## src/rtl/soc_run_monitor.sv

```systemverilog
// End-of-test monitor: snoops per-core data-memory writes for flag/result words, gates
// fetch enables and reports done/pass/timeout along with the run-cycle count.
module soc_run_monitor #(
  parameter int unsigned       NUM_CH      = 1,
  parameter int unsigned       ADDR_W      = 32,
  parameter int unsigned       DATA_W      = 32,
  parameter logic [ADDR_W-1:0] FLAG_BASE   = '0,
  parameter int unsigned       RESULT_OFS  = 4,
  parameter int unsigned       CH_STRIDE   = 8,
  parameter int unsigned       TIMEOUT_CYC = 100,
  parameter int unsigned       CNT_W       = 32
) (
  input  logic                     clk_i,
  input  logic                     rst_i,
  input  logic                     start_i,
  input  logic [NUM_CH-1:0]        wr_valid_i,
  input  logic [NUM_CH*ADDR_W-1:0] wr_addr_i,
  input  logic [NUM_CH*DATA_W-1:0] wr_data_i,
  output logic [NUM_CH-1:0]        fetch_en_o,
  output logic [NUM_CH-1:0]        ch_done_o,
  output logic [NUM_CH*DATA_W-1:0] result_o,
  output logic [NUM_CH*DATA_W-1:0] flag_o,
  output logic                     busy_o,
  output logic                     done_o,
  output logic                     pass_o,
  output logic                     timeout_o,
  output logic [CNT_W-1:0]         cycles_o
);

  typedef enum logic [1:0] {
    StIdle,
    StRun,
    StDone,
    StTimeout
  } state_e;

  state_e                     r_state;
  logic [NUM_CH-1:0]          r_fetch_en;
  logic [NUM_CH-1:0]          r_ch_done;
  logic [NUM_CH*DATA_W-1:0]   r_result;
  logic [NUM_CH*DATA_W-1:0]   r_flag;
  logic                       r_busy;
  logic                       r_done;
  logic                       r_pass;
  logic                       r_timeout;
  logic [CNT_W-1:0]           r_cycles;

  logic [ADDR_W-1:0]          w_addr [NUM_CH];
  logic [DATA_W-1:0]          w_data [NUM_CH];
  logic [NUM_CH-1:0]          w_flag_hit;
  logic [NUM_CH-1:0]          w_res_hit;
  logic [NUM_CH*DATA_W-1:0]   w_flag_nxt;
  logic                       w_all_done;
  logic                       w_expire;
  logic                       w_pass_nxt;

  function automatic logic [ADDR_W-1:0] flag_addr(input int unsigned k);
    return FLAG_BASE + ADDR_W'(k * CH_STRIDE);
  endfunction

  function automatic logic [ADDR_W-1:0] result_addr(input int unsigned k);
    return flag_addr(k) + ADDR_W'(RESULT_OFS);
  endfunction

  always_comb begin
    for (int unsigned k = 0; k < NUM_CH; k++) begin
      w_addr[k] = wr_addr_i[k*ADDR_W +: ADDR_W];
      w_data[k] = wr_data_i[k*DATA_W +: DATA_W];
    end
  end

  // Hits are decoded unconditionally; the FSM only acts on them while running.
  always_comb begin
    w_flag_hit = '0;
    w_res_hit  = '0;
    w_flag_nxt = r_flag;
    w_pass_nxt = 1'b1;
    for (int unsigned k = 0; k < NUM_CH; k++) begin
      if (wr_valid_i[k] && !r_ch_done[k]) begin
        if (w_addr[k] == flag_addr(k) && w_data[k] != '0) begin
          w_flag_hit[k]                    = 1'b1;
          w_flag_nxt[k*DATA_W +: DATA_W]   = w_data[k];
        end
        if (w_addr[k] == result_addr(k)) begin
          w_res_hit[k] = 1'b1;
        end
      end
      if (w_flag_nxt[k*DATA_W +: DATA_W] != DATA_W'(1)) begin
        w_pass_nxt = 1'b0;
      end
    end
    w_all_done = &(r_ch_done | w_flag_hit);
    w_expire   = (r_cycles == CNT_W'(TIMEOUT_CYC - 1));
  end

  always_ff @(posedge clk_i) begin
    if (rst_i) begin
      r_state    <= StIdle;
      r_fetch_en <= '0;
      r_ch_done  <= '0;
      r_result   <= '0;
      r_flag     <= '0;
      r_busy     <= 1'b0;
      r_done     <= 1'b0;
      r_pass     <= 1'b0;
      r_timeout  <= 1'b0;
      r_cycles   <= '0;
    end else begin
      case (r_state)
        StIdle, StDone, StTimeout: begin
          if (start_i) begin
            r_state    <= StRun;
            r_fetch_en <= '1;
            r_ch_done  <= '0;
            r_result   <= '0;
            r_flag     <= '0;
            r_busy     <= 1'b1;
            r_done     <= 1'b0;
            r_pass     <= 1'b0;
            r_timeout  <= 1'b0;
            r_cycles   <= '0;
          end
        end
        StRun: begin
          r_cycles <= r_cycles + CNT_W'(1);
          for (int unsigned k = 0; k < NUM_CH; k++) begin
            if (w_res_hit[k]) begin
              r_result[k*DATA_W +: DATA_W] <= w_data[k];
            end
            if (w_flag_hit[k]) begin
              r_flag[k*DATA_W +: DATA_W] <= w_data[k];
              r_ch_done[k]               <= 1'b1;
              r_fetch_en[k]              <= 1'b0;
            end
          end
          // Completion takes priority over expiry in the same cycle.
          if (w_all_done) begin
            r_state <= StDone;
            r_busy  <= 1'b0;
            r_done  <= 1'b1;
            r_pass  <= w_pass_nxt;
          end else if (w_expire) begin
            r_state    <= StTimeout;
            r_busy     <= 1'b0;
            r_timeout  <= 1'b1;
            r_fetch_en <= '0;
          end
        end
        default: r_state <= StIdle;
      endcase
    end
  end

  assign fetch_en_o = r_fetch_en;
  assign ch_done_o  = r_ch_done;
  assign result_o   = r_result;
  assign flag_o     = r_flag;
  assign busy_o     = r_busy;
  assign done_o     = r_done;
  assign pass_o     = r_pass;
  assign timeout_o  = r_timeout;
  assign cycles_o   = r_cycles;

endmodule

```

## config.mk

```make
export PLATFORM = sky130hd
export DESIGN_NAME = soc_run_monitor
export DESIGN_NICKNAME = d
export VERILOG_FILES = /design/src/rtl/soc_run_monitor.sv
export SDC_FILE = /design/constraint.sdc
export NUM_CORES = 1
export LEC_CHECK = 0
export CAP_MARGIN = 20
export CELL_PAD_IN_SITES_DETAIL_PLACEMENT = 0
export CELL_PAD_IN_SITES_GLOBAL_PLACEMENT = 1
export CORE_UTILIZATION = 33
export DETAILED_ROUTE_END_ITERATION = 10
export HOLD_SLACK_MARGIN = 0.06
export PLACE_DENSITY_LB_ADDON = 0.1
export SETUP_SLACK_MARGIN = 0.02
export SYNTH_ARGS = -nofsm -noshare
export SYNTH_HDL_FRONTEND = slang
export SYNTH_SLANG_ARGS = --single-unit
export TNS_END_PERCENT = 5
```

## constraint.sdc

```tcl
create_clock -name clk_i -period 2.4 [get_ports clk_i]
set_input_delay 0.6 -clock clk_i [delete_from_list [all_inputs] [get_ports clk_i]]
set_output_delay 0.6 -clock clk_i [all_outputs]
set_load 0.05 [all_outputs]
```

======== Word-level counts from Yosys, hierarchy flattened ========
Index checks and enable logic that the tools add are counted.
W data, S select, Z words.
cells by class
  add/sub/neg operators ................... 1
  equal/unequal tests ..................... 13
  muxes and demuxes ....................... 35
  bitwise gates (word level) .............. 1
  reduce and logical (&&, ||, !) cells .... 12
operator list
  operator                 count
  $pmux W32 S2             3
  $mux W32                 5
  $add A32 B1 Y32 const B  1
  $eq A32 B3 Y1 const B    1
  $eq A32 B7 Y1 const B    1
  $logic_not A32 Y1        1
  $ne A32 B1 Y1 const B    1
  $reduce_bool A32 Y1      1
  $mux W1                  17
  $ne A2 B2 Y1 const B     6
  $pmux W1 S2              6
  $reduce_and A2 Y1        4
  $mux W2                  3
  $eq A2 B2 Y1 const B     2
  $pmux W2 S2              1
  $ne A3 B3 Y1 const B     1
  $reduce_and A3 Y1        1
  $reduce_or A3 Y1         1
  $eq A2 B1 Y1 const B     1
  $logic_and A1 B1 Y1      2
  $logic_not A2 Y1         1
  $logic_not A1 Y1         1
  $or A1 B1 Y1             1
storage, ports and cells
  register bits ........................... 104
  bits of input ports ..................... 68
  output and inout port bits .............. 102
  word-level logic and storage cells ...... 72

======== Depth between registers and ports, before layout ========
  word-level depth ........................ 8
  gate-level depth with buffers ........... 8
  gate-level depth less buffers ........... 6

======== Least setup slack after synthesis ========
OpenSTA, ideal clock, no wires.
  kind .................................... input to register
  start ................................... in wr_addr_i[19]
  end ..................................... reg r_flag[10] (netlist: flag_o[10])
  setup time .............................. 132 ps
  arrival time ............................ 2084 ps
  data required time ...................... 2268 ps
  slack ................................... 184 ps
  stages .................................. 7
  path buffers ............................ 2
  cell sequence ........................... nor4b_1 > nand3_1 > or4_1 > buf_2 > buf_6 > o211ai_2 > a21oi_1
on the way
  longest elaborated chain between the ends .. 6
ends and longest elaborated chain
  element                         RTL line  text
  start: declaration              17        input logic [NUM_CH*ADDR_W-1:0] wr_addr_i,
  $logic_not A32 Y1               80        if (w_addr[k] == flag_addr(k) && w_data[k] != '0) begin
  $logic_and A1 B1 Y1             80
  $mux W1                         80
  $mux W1                         79        if (wr_valid_i[k] && !r_ch_done[k]) begin
  $ne A2 B2 Y1 (no line)          --
  $reduce_and A2 Y1 (no line)     --
  end signal: indexed assignment  131       r_flag[k*DATA_W +: DATA_W] <= w_data[k];
  end: declaration                41        logic [NUM_CH*DATA_W-1:0] r_flag;
No other way between the ends.
A chain may end at the register's enable or synchronous reset.

======== Worst setup path in the final report ========
  start ................................... in wr_data_i[16]
  end ..................................... reg r_state[1]
on the way
  longest elaborated chain between the ends .. 7
  elaborated cells on any way between the ends .. 9
  classes of those cells .................. eq/ne: 1; mux: 4; bitwise: 1; reduce/logical: 3
ends and longest elaborated chain
  element                                           RTL line  text
  start: declaration                                18        input logic [NUM_CH*DATA_W-1:0] wr_data_i,
  $reduce_bool A32 Y1 *                             80
  $logic_and A1 B1 Y1 *                             80
  $mux W1 *                                         80
  $mux W1 *                                         79
  $or A1 B1 Y1 *                                    92        w_all_done = &(r_ch_done | w_flag_hit);
  $mux W2 or $ne A3 B3 Y1 (tied branches)           --
  $pmux W2 S2 or $reduce_and A2 Y1 (tied branches)  --
  end signal: assignment                            98        r_state <= StIdle;
  end signal: assignment                            112       r_state <= StRun;
  end signal: assignment                            138       r_state <= StDone;
  end: declaration                                  37        state_e r_state;
Mark *: on every way between the ends. The rest lies on a longest branch, timed or not.

==> metrics.cfg <==
[job]
maxCapViolCount = 0

[timing]
hold_violations = 0
fin_crit_ns = 2.35
worst_pin_slew_ns = 0.574
fin_crit_sh_pct = 98.1
slew_viol_final = 0
setup_viol = 0
fmax_mhz = 425
whs_ns = 0.464
finalClockSkew_ns = 0.00637
relSlewSlack_pct = 61.6
timing.final.ws_setup_ns = 0.0453
rsz0062_at_grt = yes

[logic_synthesis]
ys.warnings.count = 0
ys_async_sr_fraction_pct = 0
synth_flop_cell = dfxtp_1
synthCells = 577
syn_area_um2 = 4960
seq_area_frac_synth_pct = 42.0
syn_area_per_cell_um2 = 8.60
synth_cell_types = 47
ys_ff_latch = 104
synth_edf_count = 0
synth_nets = 646

[clocking]
cts_max_level = 3
cts_tree = yes
numCtsBuffers = 9
post_cts_buffers = 0
cts_root_buffer = clkbuf_16
clock_latency_ns = 0.35
clk_pin_slew_worst_paths_ns = 0.07
cts_max_path_buffers = 2
clkSinkCount = 104
cts_hold_repair.buffers = 0

[worst_hold_path]
worstHoldPathType = flip-flop to flip-flop
holdPathEnd = result_o[4]
hold_depth = 2
hp-start = result_o[4]

[placement]
dp.final_hpwl_um = 12200
dp_slack_ns = -0.455
place.gp.congestion = 0.794
port_buffers = 169
dp.cells = 952

[power_and_ir_drop]
p_per_area_nw_per_um2 = 468
ir_drop_mv = 0.321
leakage_uw = 0.00256

[worst_setup_path]
worst-setup-path-type = input port to flip-flop
r2r-start = cycles_o[8]
cp_max_fo = 3
reg2reg_to = cycles_o[26]
worstPathArrival_ns = 2.59
crit_required_ns = 2.64
reg2reg_depth = 6
cp-start-kind = input port
endpoint_kind = flip-flop
rrSetupSlack_ns = 0.29

[floorplanning]
die_area_um2 = 15500
die_w_um = 125
die_y_um = 125
std_cell_rows = 44
ioPinCount = 170
start_util_pct = 34.0
core_area_um2 = 14600

[drt]
drt_iter0_drc = 266
detail-route-antenna-nets = 0
wl_per_cell_um = 17.8
vias_per_cell = 5.44
via_count = 5277
wirelength_um = 17200
dr.pass1.iters = 4
drc_errors = 0

[finish]
nNetsFinal = 850
finalNonFillerCells = 970
drive_above_1_share_pct = 20.0
area_growth_pct = 56.0
antenna-diode-count = 0
n_fill_cell = 1399

[grt]
track_usage_pct = 21.7
antenna_found_initial = 0
grt_max_degree = 50
first_global_vias = 5162
grt.overflow.total = 0
grt_pass1_wl_um = 27100

[run_status]
run_status = finished, final reports clean

-- worst max path at each step --
stage,startpoint,endpoint,cells past startpoint
finish,wr_data_i[16],r_state[1],6
global route,wr_addr_i[14],result_o[14],8
CTS,wr_addr_i[19],result_o[30],8
detailed placement,wr_addr_i[19],flag_o[2],7
global placement,wr_addr_i[19],flag_o[1],7
floorplan,wr_addr_i[19],flag_o[10],7
-- through the flow --
stage / TNS [ns] / power [uW] / util (%) / instance area [um2]
finish: 0 / 3620 / 53.1 / 7740
CTS: 0 / 3650 / 52.3 / 7630
floorplan: 0 / 1890 / - / 4960
global placement: -29.12 / 2120 / 49.8 / 7270
detailed placement: -29.03 / 2120 / 49.8 / 7270
global route: -0.0102 / 3750 / 53.1 / 7740
-- routing by layer --
metal,up-vias,track usage [%],part of all wire (%),wire length [um]
li1,2570,-,-,-
met1,2553,27.8,45,7740
met2,129,35.7,48,8300
met3,25,4.51,5.0,854
met4,0,8.15,2.0,342
met5,-,0,0,0
-- timing repair --
action,CTS,global route
gates cloned,1,1
setup endpoints to repair,62,70
pin swaps,3,7
resized for setup,6,29
-- worst max-delay path, stage by stage --
cell and delay [ns]:
clkdlybuf4s50_1 0.42, nor4_1 0.36, nand4_1 0.24, or3_4 0.44, and2_4 0.16, o41a_1 0.35
-- cells by family after synthesis --
family | share of synthesized area (%)
buffers and inverters | 4.77
muxes | 3.18
AOI/OAI and AO/OA | 18.8
adders and majority gates | 0.252
DFF | 42.0
xor gates and xnor gates | 0.530
and+or+nand+nor | 30.5
-- power by group --
part	internal, uW	leakage (uW)	switching (uW)
clock network	863	0.000148	673
logic	178	0.00157	172
registers	1730	0.000838	4.98
-- cell usage in the layout (no fill, tap or decap), types with 5 or more instances in the layout --
master and instances:
nor2_1 37, nor4_1 23, buf_12 5, dfxtp_1 104, clkdlybuf4s50_1 162, o211ai_2 29, buf_6 6, nor4_2 7
a21oi_1 74, mux2_2 13, nand2_1 66, nand4b_1 32, or3_1 7, dlymetal6s2s_1 6, buf_4 60, o211ai_1 10
clkbuf_16 9, nor3_1 8, nand3_1 46, nand4_1 14
-- flip-flops by register name, summed over array words and instances (netlist names) --
signal / cells
cycles_o: 32
flag_o: 32
result_o: 32
r_state: 2
busy_o: 1
ch_done_o: 1
done_o: 1
fetch_en_o: 1
pass_o: 1
timeout_o: 1
-- cells in the mapped netlist, types with 13 or more instances --
cell type  number  area, um2
dfxtp_1       104       2080
a21oi_1        76        380
nand2_1        67        251
nand3_1        48        240
nor2_1         37        139
nand4b_1       32        280
clkbuf_1       29        109
o211ai_2       29        363
nor4_1         28        175
buf_2          15       75.1
nand4_1        14       87.6
mux2_2         13        146
-- layout make-up --
class	count	area (um2)	share of cell area, %
clock buffer	11	253	3.26
multi-input combinational	421	2750	35.5
clock inverter	5	55.1	0.711
timing repair buffer	241	2360	30.4
inverter	4	15.0	0.194
sequential	104	2080	26.9
tap	184	230	2.97
No activity file was read; power rests on OpenSTA's default activity.
